[config.mk]
export PLATFORM = sky130hd
export DESIGN_NAME = multicycle_control_fsm_flat
export DESIGN_NICKNAME = d
export VERILOG_FILES = /design/src/rtl/multicycle_control_fsm_if.sv /design/src/rtl/multicycle_control_fsm.sv /design/src/flat_wrapper.sv
export SDC_FILE = /design/constraint.sdc
export NUM_CORES = 1
export LEC_CHECK = 0
export CELL_PAD_IN_SITES_DETAIL_PLACEMENT = 0
export CELL_PAD_IN_SITES_GLOBAL_PLACEMENT = 2
export CORE_ASPECT_RATIO = 0.8
export CORE_MARGIN = 4
export CORE_UTILIZATION = 18
export CTS_CLUSTER_DIAMETER = 100
export DETAILED_ROUTE_END_ITERATION = 8
export GPL_TIMING_DRIVEN = 0
export PLACE_DENSITY = 0.82
export RECOVER_POWER = 100
export SYNTH_ARGS = -nofsm -noshare
export SYNTH_HDL_FRONTEND = slang
export SYNTH_SLANG_ARGS = --single-unit
[constraint.sdc]
create_clock -name clk -period 1.9 [get_ports clk]
set_clock_uncertainty 0.15 [all_clocks]
set_input_delay 0.38 -clock clk [delete_from_list [all_inputs] [get_ports clk]]
set_output_delay 0.38 -clock clk [all_outputs]
set_load 0.01 [all_outputs]
[src/rtl/multicycle_control_fsm_if.sv]
// Purpose : control bundle between the multicycle control unit and the datapath/ALU.
// Latency : wires only; no storage.
// Backpressure: none; the datapath must hold op/funct fields (IR) stable while an instruction is in flight.
//
// Signals:
//   op, funct3, funct7  instruction fields taken from the instruction register
//   zero                ALU zero flag, consumed for beq
//   pc_write .. state   strobes, mux selects, ALU op, trap flag and debug state from the control unit
interface multicycle_control_fsm_if;
  logic [6:0] op;
  logic [2:0] funct3;
  logic [6:0] funct7;
  logic       zero;

  logic       pc_write;
  logic       adr_src;
  logic       mem_write;
  logic       ir_write;
  logic       reg_write;
  logic [1:0] result_src;
  logic [1:0] alu_src_a;
  logic [1:0] alu_src_b;
  logic [1:0] imm_src;
  logic [2:0] alu_control;
  logic       illegal;
  logic [3:0] state;

  // Control unit side.
  modport master (
    input  op, funct3, funct7, zero,
    output pc_write, adr_src, mem_write, ir_write, reg_write,
    output result_src, alu_src_a, alu_src_b, imm_src, alu_control,
    output illegal, state
  );

  // Datapath side.
  modport slave (
    output op, funct3, funct7, zero,
    input  pc_write, adr_src, mem_write, ir_write, reg_write,
    input  result_src, alu_src_a, alu_src_b, imm_src, alu_control,
    input  illegal, state
  );
endinterface

[src/rtl/multicycle_control_fsm.sv]
// Purpose : control unit of the multicycle RISC-V core (fetch/decode/execute/memory/writeback sequencing).
// Latency : FETCH->FETCH is lw 5, sw 4, R/I 4, beq 3, jal 4 cycles; illegal encodings park in TRAP until reset.
// Backpressure: none; outputs are Moore from the state register except pc_write in BEQ, which follows zero.
//
// Ports:
//   clk    rising-edge clock
//   rst_n  synchronous active-low reset; while low, strobes are forced off and FETCH selects are shown
//   ctl    master side of multicycle_control_fsm_if (instruction fields in, datapath controls out)
module multicycle_control_fsm #(
  parameter logic [3:0] RESET_STATE = 4'd0
) (
  input  logic                     clk,
  input  logic                     rst_n,
  multicycle_control_fsm_if.master ctl
);

  localparam logic [3:0] S_FETCH    = 4'd0;
  localparam logic [3:0] S_DECODE   = 4'd1;
  localparam logic [3:0] S_MEMADR   = 4'd2;
  localparam logic [3:0] S_MEMREAD  = 4'd3;
  localparam logic [3:0] S_MEMWB    = 4'd4;
  localparam logic [3:0] S_MEMWRITE = 4'd5;
  localparam logic [3:0] S_EXECR    = 4'd6;
  localparam logic [3:0] S_EXECI    = 4'd7;
  localparam logic [3:0] S_ALUWB    = 4'd8;
  localparam logic [3:0] S_BEQ      = 4'd9;
  localparam logic [3:0] S_JAL      = 4'd10;
  localparam logic [3:0] S_TRAP     = 4'd11;

  localparam logic [6:0] OP_LW  = 7'b0000011;
  localparam logic [6:0] OP_SW  = 7'b0100011;
  localparam logic [6:0] OP_R   = 7'b0110011;
  localparam logic [6:0] OP_I   = 7'b0010011;
  localparam logic [6:0] OP_BEQ = 7'b1100011;
  localparam logic [6:0] OP_JAL = 7'b1101111;

  localparam logic [2:0] ALU_ADD = 3'b000;
  localparam logic [2:0] ALU_SUB = 3'b001;
  localparam logic [2:0] ALU_AND = 3'b010;
  localparam logic [2:0] ALU_OR  = 3'b011;
  localparam logic [2:0] ALU_SLT = 3'b101;
  localparam logic [2:0] ALU_MUL = 3'b110;

  logic [3:0] state_q;
  logic [3:0] state_d;
  logic [3:0] out_state;

  logic       r_ok;
  logic [2:0] r_alu;
  logic       i_ok;
  logic [2:0] i_alu;

  logic       pc_write_c;
  logic       adr_src_c;
  logic       mem_write_c;
  logic       ir_write_c;
  logic       reg_write_c;
  logic [1:0] result_src_c;
  logic [1:0] alu_src_a_c;
  logic [1:0] alu_src_b_c;
  logic [1:0] imm_src_c;
  logic [2:0] alu_control_c;
  logic       illegal_c;

  // R-type function decode; anything outside the table is illegal.
  always_comb begin : r_decode
    r_ok  = 1'b1;
    r_alu = ALU_ADD;
    case ({ctl.funct7, ctl.funct3})
      {7'b0000000, 3'b000}: r_alu = ALU_ADD;
      {7'b0100000, 3'b000}: r_alu = ALU_SUB;
      {7'b0000000, 3'b111}: r_alu = ALU_AND;
      {7'b0000000, 3'b110}: r_alu = ALU_OR;
      {7'b0000000, 3'b010}: r_alu = ALU_SLT;
      {7'b0000001, 3'b000}: r_alu = ALU_MUL;
      default:              r_ok  = 1'b0;
    endcase
  end

  // I-type decode looks at funct3 only.
  always_comb begin : i_decode
    i_ok  = 1'b1;
    i_alu = ALU_ADD;
    case (ctl.funct3)
      3'b000:  i_alu = ALU_ADD;
      3'b111:  i_alu = ALU_AND;
      3'b110:  i_alu = ALU_OR;
      3'b010:  i_alu = ALU_SLT;
      default: i_ok  = 1'b0;
    endcase
  end

  // State register.
  always_ff @(posedge clk) begin
    if (!rst_n) begin
      state_q <= RESET_STATE;
    end else begin
      state_q <= state_d;
    end
  end

  // Next-state logic.
  always_comb begin : next_state
    state_d = S_FETCH;
    case (state_q)
      S_FETCH:  state_d = S_DECODE;
      S_DECODE: begin
        case (ctl.op)
          OP_LW, OP_SW: state_d = S_MEMADR;
          OP_R:         state_d = r_ok ? S_EXECR : S_TRAP;
          OP_I:         state_d = i_ok ? S_EXECI : S_TRAP;
          OP_BEQ:       state_d = (ctl.funct3 == 3'b000) ? S_BEQ : S_TRAP;
          OP_JAL:       state_d = S_JAL;
          default:      state_d = S_TRAP;
        endcase
      end
      // Only lw/sw reach MEMADR, so sw is the only alternative to lw here.
      S_MEMADR:   state_d = (ctl.op == OP_LW) ? S_MEMREAD : S_MEMWRITE;
      S_MEMREAD:  state_d = S_MEMWB;
      S_MEMWB:    state_d = S_FETCH;
      S_MEMWRITE: state_d = S_FETCH;
      S_EXECR:    state_d = S_ALUWB;
      S_EXECI:    state_d = S_ALUWB;
      S_ALUWB:    state_d = S_FETCH;
      S_BEQ:      state_d = S_FETCH;
      S_JAL:      state_d = S_ALUWB;
      S_TRAP:     state_d = S_TRAP;
      default:    state_d = S_FETCH;
    endcase
  end

  // While reset is asserted the selects show FETCH regardless of where the
  // register currently sits; the strobes are killed below.
  assign out_state = rst_n ? state_q : S_FETCH;

  // Output logic.
  always_comb begin : out_decode
    pc_write_c    = 1'b0;
    adr_src_c     = 1'b0;
    mem_write_c   = 1'b0;
    ir_write_c    = 1'b0;
    reg_write_c   = 1'b0;
    result_src_c  = 2'b00;
    alu_src_a_c   = 2'b00;
    alu_src_b_c   = 2'b00;
    alu_control_c = ALU_ADD;
    illegal_c     = 1'b0;
    case (out_state)
      S_FETCH: begin
        ir_write_c   = 1'b1;
        alu_src_b_c  = 2'b10;
        result_src_c = 2'b10;
        pc_write_c   = 1'b1;
      end
      S_DECODE: begin
        alu_src_a_c = 2'b01;
        alu_src_b_c = 2'b01;
      end
      S_MEMADR: begin
        alu_src_a_c = 2'b10;
        alu_src_b_c = 2'b01;
      end
      S_MEMREAD: begin
        adr_src_c = 1'b1;
      end
      S_MEMWB: begin
        result_src_c = 2'b01;
        reg_write_c  = 1'b1;
      end
      S_MEMWRITE: begin
        adr_src_c   = 1'b1;
        mem_write_c = 1'b1;
      end
      S_EXECR: begin
        alu_src_a_c   = 2'b10;
        alu_control_c = r_alu;
      end
      S_EXECI: begin
        alu_src_a_c   = 2'b10;
        alu_src_b_c   = 2'b01;
        alu_control_c = i_alu;
      end
      S_ALUWB: begin
        reg_write_c = 1'b1;
      end
      S_BEQ: begin
        alu_src_a_c   = 2'b10;
        alu_control_c = ALU_SUB;
        pc_write_c    = ctl.zero;
      end
      S_JAL: begin
        alu_src_a_c = 2'b01;
        alu_src_b_c = 2'b10;
        pc_write_c  = 1'b1;
      end
      S_TRAP: begin
        illegal_c = 1'b1;
      end
      default: ;
    endcase
    if (!rst_n) begin
      pc_write_c  = 1'b0;
      ir_write_c  = 1'b0;
      mem_write_c = 1'b0;
      reg_write_c = 1'b0;
    end
  end

  // Immediate format depends on the opcode alone, in every state.
  always_comb begin : imm_decode
    imm_src_c = 2'b00;
    case (ctl.op)
      OP_SW:   imm_src_c = 2'b01;
      OP_BEQ:  imm_src_c = 2'b10;
      OP_JAL:  imm_src_c = 2'b11;
      default: imm_src_c = 2'b00;
    endcase
  end

  assign ctl.pc_write    = pc_write_c;
  assign ctl.adr_src     = adr_src_c;
  assign ctl.mem_write   = mem_write_c;
  assign ctl.ir_write    = ir_write_c;
  assign ctl.reg_write   = reg_write_c;
  assign ctl.result_src  = result_src_c;
  assign ctl.alu_src_a   = alu_src_a_c;
  assign ctl.alu_src_b   = alu_src_b_c;
  assign ctl.imm_src     = imm_src_c;
  assign ctl.alu_control = alu_control_c;
  assign ctl.illegal     = illegal_c;
  assign ctl.state       = state_q;

endmodule
[src/flat_wrapper.sv]
// flat-port wrapper written by rule: the top's interface ports become plain ports
module multicycle_control_fsm_flat 
#(
  parameter logic [3:0] RESET_STATE = 4'd0
)
  (clk, rst_n, ctl_op, ctl_funct3, ctl_funct7, ctl_zero, ctl_pc_write, ctl_adr_src, ctl_mem_write, ctl_ir_write, ctl_reg_write, ctl_result_src, ctl_alu_src_a, ctl_alu_src_b, ctl_imm_src, ctl_alu_control, ctl_illegal, ctl_state);
  multicycle_control_fsm_if ctl_i ();
  input  logic clk;
  input  logic rst_n;
  input wire logic [$bits(ctl_i.op)-1:0] ctl_op;
  input wire logic [$bits(ctl_i.funct3)-1:0] ctl_funct3;
  input wire logic [$bits(ctl_i.funct7)-1:0] ctl_funct7;
  input wire logic [$bits(ctl_i.zero)-1:0] ctl_zero;
  output wire logic [$bits(ctl_i.pc_write)-1:0] ctl_pc_write;
  output wire logic [$bits(ctl_i.adr_src)-1:0] ctl_adr_src;
  output wire logic [$bits(ctl_i.mem_write)-1:0] ctl_mem_write;
  output wire logic [$bits(ctl_i.ir_write)-1:0] ctl_ir_write;
  output wire logic [$bits(ctl_i.reg_write)-1:0] ctl_reg_write;
  output wire logic [$bits(ctl_i.result_src)-1:0] ctl_result_src;
  output wire logic [$bits(ctl_i.alu_src_a)-1:0] ctl_alu_src_a;
  output wire logic [$bits(ctl_i.alu_src_b)-1:0] ctl_alu_src_b;
  output wire logic [$bits(ctl_i.imm_src)-1:0] ctl_imm_src;
  output wire logic [$bits(ctl_i.alu_control)-1:0] ctl_alu_control;
  output wire logic [$bits(ctl_i.illegal)-1:0] ctl_illegal;
  output wire logic [$bits(ctl_i.state)-1:0] ctl_state;
  assign ctl_i.op = ctl_op;
  assign ctl_i.funct3 = ctl_funct3;
  assign ctl_i.funct7 = ctl_funct7;
  assign ctl_i.zero = ctl_zero;
  assign ctl_pc_write = ctl_i.pc_write;
  assign ctl_adr_src = ctl_i.adr_src;
  assign ctl_mem_write = ctl_i.mem_write;
  assign ctl_ir_write = ctl_i.ir_write;
  assign ctl_reg_write = ctl_i.reg_write;
  assign ctl_result_src = ctl_i.result_src;
  assign ctl_alu_src_a = ctl_i.alu_src_a;
  assign ctl_alu_src_b = ctl_i.alu_src_b;
  assign ctl_imm_src = ctl_i.imm_src;
  assign ctl_alu_control = ctl_i.alu_control;
  assign ctl_illegal = ctl_i.illegal;
  assign ctl_state = ctl_i.state;
  multicycle_control_fsm #(.RESET_STATE(RESET_STATE)) u_core (.clk(clk), .rst_n(rst_n), .ctl(ctl_i));
endmodule
==> metrics.txt <==
placed standard-cell area roughly 0.0012 mm²; CTS tree done; endpoint type of the worst setup path output pin; Avg Inst Size Synth 6.67 µm²; slew margin rel. around 81%; Hold Vio Cnt, Final 0; Initial Utilization a little under a fifth; fin util about two fifths; Crit Path Class in -> out; RSZ-0062 raised after global routing true; Worst-path clk slew approximately 30 ps; dpl hpwl 2190 µm; routability cong. just over 0.8; worst min path class in -> reg; critical-path cell list buf_6 > or4_4 > nor3_4 > o21ai_2 > a211oi_2 > buf_2; Peak supply drop approximately 0.32 mV; antenna violations before repair 0; final worst setup slack -253 ps; Final setup viols 7; die area between 0.005 and 0.006 mm²; Yosys top cell by area dfxtp_1; grt met1 use between 10% and 20%; PortBufs 39; fill count roughly 420; CTS H-tree lvls 1; YS warnings 0; worst-skew pair later-pin latency ~220 ps; die extent in x 78.4 µm; antenna-violating nets left 0; row count 20; failing checks negative setup slack; Max-Cap Viols 0; actual slew at the worst max-slew pin between 200 and 300 ps; Vias roughly 1,100; clock sink total 4; clk root buf clkbuf_8; pwr dens between 1000 and 1500 mW/mm²; largest net degree at the start of global routing 11; IO Count 41; CTS Buf Count 3; asr flop ratio synth 0%; residual DRC count 0; fin crit share 113%; met3 GRT Util about 3.7%; CP bufs+invs 2; post-synthesis instance total between 100 and 150; design area around 0.0015 mm²; first-pass GRT wire length 4750 µm; fmax between 400 and 500 MHz; Period minus WS final about 2200 ps; Yosys reg bits 4; antenna diode count 0; CTS Hold Bufs 0; Nets 188; post-synth cell types 44; Worst EP required about 1400 ps; max FFs per register 4; most numerous cell in the Yosys netlist nor2_1; max incr delay on CP 570 ps; Critical Path AT 1620 ps; initial DRC count between 40 and 50; Primary FF master, synth dfxtp_1; synth top area cells dfxtp_1, nor2_1, nand3_1; Post-synth top cells nor2_1, nand2_1, nand3_1; GRT met2 Usage 19.9%; CP Max Fanout 3; layout cell share with drive strength beyond 1 ~49%; vias in the first global route slightly above 1,000; Placement Setup Slack -1050 ps; Total GRT Usage about an eighth; Pins Over Slew Limit 0; Cell Area, Synth 713 µm²; gr ovfl total 0; status finished with violations; area growth from synthesis to layout 110%; DRT Pass-1 Iters 4; DRT Wirelength 3150 µm; global route hottest layer met2; Leakage 0.000616 µW; Slowest cell on crit path or4_4; Synth top area share between 10 and 15%; sequential element share of the synthesized area between 10% and 20%; CP delay by family, top simple AND/OR/NAND/NOR gates; Vias/cell 4.87; Chip Height around 64 µm; Mapped Nets roughly 130; clk buf depth 2; crit start category input pin; core box area ~0.0038 mm²; WL/cell roughly 14 µm; Post-synth EDFFs 0
where the power goes:
part | total, µW | internal (µW) | switching, µW | leakage, µW
registers | 186 | 131 | 54.8 | 0.0000352
clock network | 184 | 135 | 49.0 | 0.0000216
logic | 1200 | 636 | 560 | 0.000559
total | 1570 | 903 | 664 | 0.000616
final timing paths:
kind | from | end | slack (ps) | cells after the start
max | ctl_funct7[6] | ctl_alu_control[2] | -250 | 6
min reg2reg | u_core.ctl.state[0] | u_core.ctl.state[2] | 560 | 3
min | rst_n | u_core.ctl.state[0] | 420 | 3
max reg2reg | u_core.ctl.state[3] | u_core.ctl.state[0] | 350 | 6
worst reg2reg max path, delay by kind of cell (launching register included):
| family | cells | cell delay [ps] |
|---|---|---|
| flops | 1 | 330 |
| buf+inv | 2 | 330 |
| compound gates | 2 | 430 |
| simple gates | 2 | 220 |
cell usage in the layout, fill, tap and decap left out, drive strengths merged, types with 3 or more instances in the layout:
| master | synthesis | routed |
|---|---|---|
| clkbuf | 3 | 12 |
| or3 | 3 | 3 |
| nor2 | 14 | 14 |
| mux2i | 3 | 3 |
| a21oi | 4 | 4 |
| clkdlybuf4s50 | 0 | 3 |
| nand3 | 9 | 9 |
| dfxtp | 4 | 4 |
| dlygate4sd3 | 0 | 3 |
| nor2b | 5 | 5 |
| nand2 | 10 | 10 |
| nand2b | 3 | 3 |
| buf | 4 | 33 |
| dlygate4sd2 | 0 | 10 |
| nor3 | 6 | 6 |
| nand4 | 3 | 3 |
| clkdlybuf4s15 | 0 | 4 |
stage by stage:
stage / power [µW] / setup TNS, ps / hold WS (ps) / instances
finish: 1570 / -839 / 425 / 221
global route: 1660 / -1540 / 458 / 221
CTS: 1410 / -935 / 507 / 216
detailed placement: 994 / -13650 / 540 / 201
global placement: 986 / -13690 / 544 / 201
floorplan: 638 / -71.3 / 375 / 107
metal layers:
| layer | share of wire (%) | wire, µm | vias up |
|---|---|---|---|
| li1 | - | - | 521 |
| met1 | 42 | 1340 | 508 |
| met2 | 49 | 1540 | 43 |
| met3 | 7.7 | 241 | 5 |
| met4 | 0.95 | 30 | 0 |
| met5 | 0 | 0 | - |
cells by family (layout without fill, tap and decap cells):
logic type / Yosys count / in the layout / synth area share, %
AND/OR/NAND/NOR: 63 / 63 / 48.1
AO/OA/AOI/OAI: 24 / 24 / 26.0
buffers and inverters: 9 / 68 / 5.09
multiplexers: 4 / 4 / 5.79
flip-flops: 4 / 4 / 11.2
XOR/XNOR: 2 / 2 / 2.46
adder cells (fa/ha/maj): 1 / 1 / 1.40
layout make-up:
class / instances / area, µm² / area share (%)
sequential: 4 / 92.6 / 6.19
clock buffer: 3 / 41.3 / 2.76
buffer: 6 / 72.6 / 4.85
multi-input combinational: 94 / 738 / 49.4
tap: 55 / 68.8 / 4.60
inverter: 2 / 7.51 / 0.502
timing repair buffer: 57 / 474 / 31.7
repair_timing:
action | CTS | global route
endpoints found under the setup margin | 19 | 15
gates resized for setup | 133 | 19
setup buffers | 12 | 5
pin swaps | 10 | 9
cloned | 0 | 1
(Power assumes the default switching activity.)
